==> src/rtl/alu_cmd_feeder.sv <==
// alu_cmd_feeder: 4-deep command FIFO feeding a registered 4-bit ALU.
// The FSM issues a command, waits out the ALU's output register, captures
// the result and holds it until the consumer accepts it.
// Optional result checker: define ALU_CMD_CHECK_EN to enable res_err.
module alu_cmd_feeder (
  input  logic       clk,
  input  logic       reset_n,
  input  logic       cmd_valid,
  output logic       cmd_ready,
  input  logic [1:0] cmd_opcode,
  input  logic [3:0] cmd_a,
  input  logic [3:0] cmd_b,
  output logic [1:0] alu_opcode,
  output logic [3:0] alu_a,
  output logic [3:0] alu_b,
  input  logic [4:0] alu_c,
  output logic       res_valid,
  input  logic       res_ready,
  output logic [4:0] res_data,
  output logic [1:0] res_opcode,
  output logic [2:0] fifo_count,
  output logic       res_err
);

  typedef enum logic [1:0] {IDLE, EXEC, CAPT, RESP} state_e;

  state_e     state_q, state_d;

  // FIFO entry layout: {opcode[9:8], a[7:4], b[3:0]}
  logic [9:0] mem_q [4];
  logic [9:0] mem_d [4];
  logic [1:0] wr_ptr_q, wr_ptr_d;
  logic [1:0] rd_ptr_q, rd_ptr_d;
  logic [2:0] count_q, count_d;
  logic       push, pop;
  logic [9:0] head;

  logic [1:0] alu_opcode_q, alu_opcode_d;
  logic [3:0] alu_a_q, alu_a_d;
  logic [3:0] alu_b_q, alu_b_d;
  logic       res_valid_q, res_valid_d;
  logic [4:0] res_data_q, res_data_d;
  logic [1:0] res_opcode_q, res_opcode_d;

  assign cmd_ready  = (count_q < 3'd4);
  assign push       = cmd_valid && cmd_ready;
  assign head       = mem_q[rd_ptr_q];

  assign alu_opcode = alu_opcode_q;
  assign alu_a      = alu_a_q;
  assign alu_b      = alu_b_q;
  assign res_valid  = res_valid_q;
  assign res_data   = res_data_q;
  assign res_opcode = res_opcode_q;
  assign fifo_count = count_q;

  // FSM next state, issue of the FIFO head and result capture/hold
  always_comb begin
    state_d      = state_q;
    pop          = 1'b0;
    alu_opcode_d = alu_opcode_q;
    alu_a_d      = alu_a_q;
    alu_b_d      = alu_b_q;
    res_valid_d  = res_valid_q;
    res_data_d   = res_data_q;
    res_opcode_d = res_opcode_q;
    case (state_q)
      IDLE: begin
        if (count_q != 3'd0) begin
          pop     = 1'b1;
          state_d = EXEC;
        end
      end
      EXEC: state_d = CAPT;
      CAPT: begin
        res_data_d   = alu_c;
        res_opcode_d = alu_opcode_q;
        res_valid_d  = 1'b1;
        state_d      = RESP;
      end
      RESP: begin
        if (res_ready) begin
          res_valid_d = 1'b0;
          if (count_q != 3'd0) begin
            pop     = 1'b1;
            state_d = EXEC;
          end else begin
            state_d = IDLE;
          end
        end
      end
      default: state_d = IDLE;
    endcase
    if (pop) begin
      {alu_opcode_d, alu_a_d, alu_b_d} = head;
    end
  end

  // FIFO storage, pointers and occupancy
  always_comb begin
    mem_d    = mem_q;
    wr_ptr_d = wr_ptr_q;
    rd_ptr_d = rd_ptr_q;
    if (push) begin
      mem_d[wr_ptr_q] = {cmd_opcode, cmd_a, cmd_b};
      wr_ptr_d        = wr_ptr_q + 2'd1;
    end
    if (pop) begin
      rd_ptr_d = rd_ptr_q + 2'd1;
    end
    count_d = count_q + {2'b00, push} - {2'b00, pop};
  end

  // State, FIFO and output registers
  always_ff @(posedge clk or negedge reset_n) begin
    if (!reset_n) begin
      state_q      <= IDLE;
      mem_q        <= '{default: '0};
      wr_ptr_q     <= '0;
      rd_ptr_q     <= '0;
      count_q      <= '0;
      alu_opcode_q <= '0;
      alu_a_q      <= '0;
      alu_b_q      <= '0;
      res_valid_q  <= 1'b0;
      res_data_q   <= '0;
      res_opcode_q <= '0;
    end else begin
      state_q      <= state_d;
      mem_q        <= mem_d;
      wr_ptr_q     <= wr_ptr_d;
      rd_ptr_q     <= rd_ptr_d;
      count_q      <= count_d;
      alu_opcode_q <= alu_opcode_d;
      alu_a_q      <= alu_a_d;
      alu_b_q      <= alu_b_d;
      res_valid_q  <= res_valid_d;
      res_data_q   <= res_data_d;
      res_opcode_q <= res_opcode_d;
    end
  end

`ifdef ALU_CMD_CHECK_EN
  logic       res_err_q, res_err_d;
  logic [4:0] sa, sb, exp_c;

  // Expected ALU result from the issued command; sticky flag on mismatch in CAPT
  always_comb begin
    sa = {alu_a_q[3], alu_a_q};
    sb = {alu_b_q[3], alu_b_q};
    case (alu_opcode_q)
      2'b00:   exp_c = sa + sb;
      2'b01:   exp_c = sa - sb;
      2'b10:   exp_c = ~sa;
      default: exp_c = {4'b0000, |alu_b_q};
    endcase
    res_err_d = res_err_q | ((state_q == CAPT) && (alu_c != exp_c));
  end

  // Mismatch flag register
  always_ff @(posedge clk or negedge reset_n) begin
    if (!reset_n) begin
      res_err_q <= 1'b0;
    end else begin
      res_err_q <= res_err_d;
    end
  end

  assign res_err = res_err_q;
`else
  assign res_err = 1'b0;
`endif

endmodule

==> config.mk <==
export PLATFORM = sky130hd
export DESIGN_NAME = alu_cmd_feeder
export DESIGN_NICKNAME = d
export VERILOG_FILES = /design/src/rtl/alu_cmd_feeder.sv
export SDC_FILE = /design/constraint.sdc
export NUM_CORES = 1
export LEC_CHECK = 0
export ABC_AREA = 1
export ABC_CLOCK_PERIOD_IN_PS = 2600
export CORE_MARGIN = 5
export CORE_UTILIZATION = 54
export CTS_CLUSTER_SIZE = 12
export DETAILED_ROUTE_END_ITERATION = 16
export PLACE_DENSITY = 0.84
export SKIP_CTS_REPAIR_TIMING = 1
export SLEW_MARGIN = 5
export SYNTH_ARGS = -nofsm -noshare
export SYNTH_HDL_FRONTEND = slang
export SYNTH_SLANG_ARGS = --single-unit
==> constraint.sdc <==
create_clock -name clk -period 2.6 [get_ports clk]
set_input_delay 0.52 -clock clk [delete_from_list [all_inputs] [get_ports clk]]
set_output_delay 0.52 -clock clk [all_outputs]
set_load 0.02 [all_outputs]
# Yosys cells after proc, flatten, opt, wreduce, memory -nomap -nowiden
# Index checks and enable logic that the tools add are counted.
[word_totals] register_bits=67 in_bits=19 out_inout_bits=23 elab_cells=51
[classes] addsub=4 order_cmp=4 eq_ne=5 muxes=15 n_bitwise=2 reduce_logical=7
[op_table] cell="$bwmux 40" n=1
[op_table] cell="$mux 10" n=3
[op_table] cell="$bmux 10 s2" n=1
[op_table] cell="$demux 10 s2" n=1
[op_table] cell="$pmux 2 s4" n=1
[op_table] cell="$ge 3x3->1 const B" n=2
[op_table] cell="$not 2->3" n=2
[op_table] cell="$add 2x1->2 const B" n=2
[op_table] cell="$eq 2x2->1 const B" n=2
[op_table] cell="$mux 1" n=4
[op_table] cell="$mux 2" n=2
[op_table] cell="$ne 2x2->1 const B" n=2
[op_table] cell="$pmux 1 s2" n=2
[op_table] cell="$reduce_and 2->1" n=2
[op_table] cell="$add 3x1->3" n=1
[op_table] cell="$lt 3x1->1 const B" n=1
[op_table] cell="$lt 3x3->1 const B" n=1
[op_table] cell="$reduce_bool 3->1" n=1
[op_table] cell="$sub 3x1->3" n=1
[op_table] cell="$eq 2x1->1 const B" n=1
[op_table] cell="$logic_and 1x1->1" n=2
[op_table] cell="$logic_not 2->1" n=1
[op_table] cell="$reduce_bool 2->1" n=1

# Longest topological paths before layout
[depth] word_depth=6 mapped_depth=14 mapped_depth_nobuf=13

# Worst setup path before layout
# No wires, ideal clock.
[synth_timing] path_type="register to register" from="register state_q[0]" to="register count_q[2], in the netlist fifo_count[2]" setup_ns=0.129 arrival_time_ns=2.175 required_time_ns=2.471 path_slack_ns=0.296 path_stages_with_launch=14 path_buffers=1 synth_period_minus_slack_ns=2.304 cell_sequence="dfrtp_1 inv_1 ha_1 inv_1 nand3_2 inv_2 buf_6 ha_1 inv_1 ha_1 inv_1 fa_1 xnor2_1 xor2_1"
[synth_via] elab_chain_len=3 word_cells_on_any_way=4 classes_between="add/sub: 1; eq/ne: 1; mux: 1; reduce/logical: 1"
[synth_rtl] element="from (decl)" line_no="27" source="state_e state_q, state_d;"
[synth_rtl] element="from (signal assigned)" line_no="129" source="state_q <= state_d;"
[synth_rtl] element="$eq 2x2->1 / $logic_not 2->1 (equally long branches)" line_no="67" source="case (state_q)"
[synth_rtl] element="$pmux 1 s2 (*)" line_no="67"
[synth_rtl] element="via pop" line_no="35" source="logic push, pop;"
[synth_rtl] element="$sub 3x1->3 (*)" line_no="111" source="count_d = count_q + {2'b00, push} - {2'b00, pop};"
[synth_rtl] element="via count_d[2]" line_no="34" source="logic [2:0] count_q, count_d;"
[synth_rtl] element="to (signal assigned)" line_no="133" source="count_q <= count_d;"
[synth_rtl] element="to (decl)" line_no="34"
# Mark *: on every way through the listed nets, which the timed path passes. The rest lies on a longest branch.
# A chain may end at the register's enable or synchronous reset.

# Final worst setup path
[layout_timing] from="register state_q[0]" to="register count_q[2], in the netlist fifo_count[2]"
[layout_via] elab_chain_len=3 word_cells_on_any_way=4 classes_between="add/sub: 1; eq/ne: 1; mux: 1; reduce/logical: 1"
[layout_rtl] element="$eq 2x2->1 / $logic_not 2->1 (equally long branches)" line_no="67"
[layout_rtl] element="$pmux 1 s2 (*)" line_no="67"
[layout_rtl] element="$sub 3x1->3 (*)" line_no="111"
[layout_rtl] element="via count_d[2]" line_no="34"
# Marked as above.

==> run metrics <==
status finished clean; crit-path max FO 4; CP dominant cell by count inv_1; post-route antenna net violation count 0; # diodes 0; post-synthesis net count ~390; maxcap violations 0; global-route wire length before repair 10.13 mm; Final Hold Vio Count 0; Detailed Routing Iterations Pass 1 4; CP required approximately 2900 ps; max-slew violations 0; cell taking the most area after synthesis dfrtp_1; Final HPWL DP 3.920 mm; CTS tree built; met2 Resource Use GR 27.26%; Slowest cell on crit path dfrtp_1; initial core utilization 56.21%; gr usage total around 18%; CP endpoint kind register; synthesized area 3114 µm²; Die Span Y 85.94 µm; met1 Use GR between 20% and 30%; RSZ-0062 raised after global routing no; type of origin of the critical path register; gr ovfl total 0; pwr dens ~1300 nW/µm²; Worst Skew between 7 and 8 ps; Avg Inst Size Synth roughly 8.6 µm²; gpl congestion 0.7738; Reg-to-Reg End fifo_count[2]$_DFF_PN0_; Relative slew margins between 50% and 60%; Fmax achieved approximately 440 MHz; CTS Sinks 67; crit path DAT ~2500 ps; crit-path max cell delay between 300 and 400 ps; post-synthesis cell type count 24; H-tree level count 3; cells after synthesis between 300 and 400; Final Cycle Share 87.65%; clock transition at the registers of the reported paths 70 ps; Rows 27; TritonCTS Buffers 9; setup TNS 0 ps; sequential fraction of the synthesis area between 50% and 60%; pre-CTS WS roughly 24 ps; GRT busiest layer met2; # nets final 430; 1st-iter DRT viols 207; via count around 2,400; routing usage on met3 4.707%; post-synth top area share a little over half; post-route setup slack 321.0 ps; Area contributors post-synth dfrtp_1 (54%), nand2_1 (21%), o21ai_1 (6.7%); Least-Margin Pin Slew roughly 720 ps; largest net degree at the start of global routing 68; Worst Hold Class in2async; Final Power around 0.005 W; reg2reg setup slack 320 ps; reg2reg start state_q[0]$_DFFE_PN0P_; routed wire length 5.972 mm; min cycle time layout roughly 2300 ps; I/O pin total 42; drt drc 0; Final Util 67.23%; CP cell instances inv_1 > ha_1 > inv_1 > nand3_2 > inv_2 > ha_1 > inv_1 > ha_1 > inv_1 > fa_1 > xnor2_1 > xor2_1; number of global-route vias before repair around 2,200; kind of critical path reg2reg; CTS Buffer Depth 2; Die Area 7386 µm²; Peak VDD IR ~0.00056 V; area grow syn2layout 19.61%; Avg WL per Cell around 13 µm; CTS root buffer clkbuf_8; Worst R2R Path Depth 12; initial antenna violation count 0; leakage power between 1.5 and 2 nW; Yosys reg bits 67; chip width between 80 and 90 µm; share of layout cells above drive strength 1 8.911%; Buffers on Ports 40; final setup violation count 0; Via density between 4 and 5; Worst-Skew Late Latency about 340 ps; core box area roughly 5500 µm²; synth warn 0
==> sequential cells by signal, summed over array words and instances, names as in the netlist <==
signal,count
alu_a,4
alu_b,4
alu_opcode,2
fifo_count,3
mem_q,40
rd_ptr_q,2
res_data,5
res_opcode,2
res_valid,1
state_q,2
wr_ptr_q,2
==> final cells by class <==
type	instances	area, µm²
Fill cell	448	1815
Sequential cell	67	1677
Multi-Input combinational cell	253	1210
Timing Repair Buffer	44	437.9
Clock buffer	9	123.9
Inverter	25	96.34
Clock inverter	6	90.09
Tap cell	72	90.09
==> cells in the mapped netlist <==
cell type,number
nand2_1,175
dfrtp_1,67
o21ai_1,42
inv_1,20
ha_1,10
mux2_2,7
buf_2,6
buf_4,6
buf_6,5
inv_2,4
a21oi_1,2
nand2_2,2
nand3_1,2
nor2_1,2
xnor2_1,2
xor2_1,2
conb_1,1
fa_1,1
inv_4,1
nand2_4,1
nand3_2,1
o211ai_1,1
o21ai_0,1
or2_1,1
==> through the flow <==
step / hold WS (ps) / cells / cell area (µm²)
2_1_floorplan: 224.4 / 362 / 3114
3_3_place_gp: 462.8 / 461 / 3511
3_5_place_dp: 469.3 / 461 / 3511
4_1_cts: 191.8 / 476 / 3725
5_1_grt: 219.5 / 476 / 3725
6_report: 180.5 / 476 / 3725
==> metal layers <==
| layer | vias up | routed length (µm) |
|---|---|---|
| li1 | 1196 | - |
| met1 | 1089 | 2705 |
| met2 | 59 | 2772 |
| met3 | 9 | 377 |
| met4 | 0 | 116 |
| met5 | - | 0 |
==> power breakdown <==
group	leakage (nW)	internal (W)	switching (W)	total, W
logic	0.988	0.000886	0.00123	0.00211
clock network	0.106	0.000537	0.000396	0.000933
registers	0.838	0.00152	0.000290	0.00181
total	1.93	0.00294	0.00191	0.00486
==> worst max-delay path by stage <==
stage | endpoint | slack, ps | cells after the start | from
global placement | fifo_count[2]$_DFF_PN0_ | 100 | 12 | res_ready
global route | fifo_count[2]$_DFF_PN0_ | 170 | 12 | state_q[1]$_DFFE_PN0P_
floorplan | fifo_count[2]$_DFF_PN0_ | 300 | 13 | state_q[0]$_DFFE_PN0P_
CTS | fifo_count[2]$_DFF_PN0_ | 300 | 12 | state_q[0]$_DFFE_PN0P_
finish | fifo_count[2]$_DFF_PN0_ | 320 | 12 | state_q[0]$_DFFE_PN0P_
detailed placement | fifo_count[2]$_DFF_PN0_ | 20 | 12 | res_ready
==> critical path, delay by kind of cell, from the launching register on <==
kind | cells | cell delay [ps]
adders and majority gates | 4 | 1010
and+or+nand+nor | 1 | 90
xor gates and xnor gates | 2 | 350
buffers and inverters | 5 | 360
DFF | 1 | 390
==> cells by family (layout without fill, tap and decap cells) <==
kind of cell	count (synthesis)	after routing	synth area share (%)
other	1	1	0.1204
adders and majority gates	11	11	4.661
DFF	67	67	53.84
xor gates and xnor gates	4	4	1.125
and+or+nand+nor	184	184	22.94
muxes	7	7	2.531
AOI/OAI and AO/OA	46	46	7.473
buffers and inverters	42	84	7.312
==> cells in the final DEF, fill, tap and decap left out, types with 2 or more instances in the layout <==
cell / count
buf_4: 3
nor2_1: 2
xnor2_1: 2
mux2_2: 7
nand2_1: 175
clkbuf_8: 9
nand2_2: 2
nand3_1: 2
bufinv_16: 2
inv_1: 20
clkdlybuf4s50_1: 39
inv_2: 4
a21oi_1: 2
dfrtp_1: 67
ha_1: 10
o21ai_1: 42
xor2_1: 2
No activity file was read; power rests on OpenSTA's default activity.
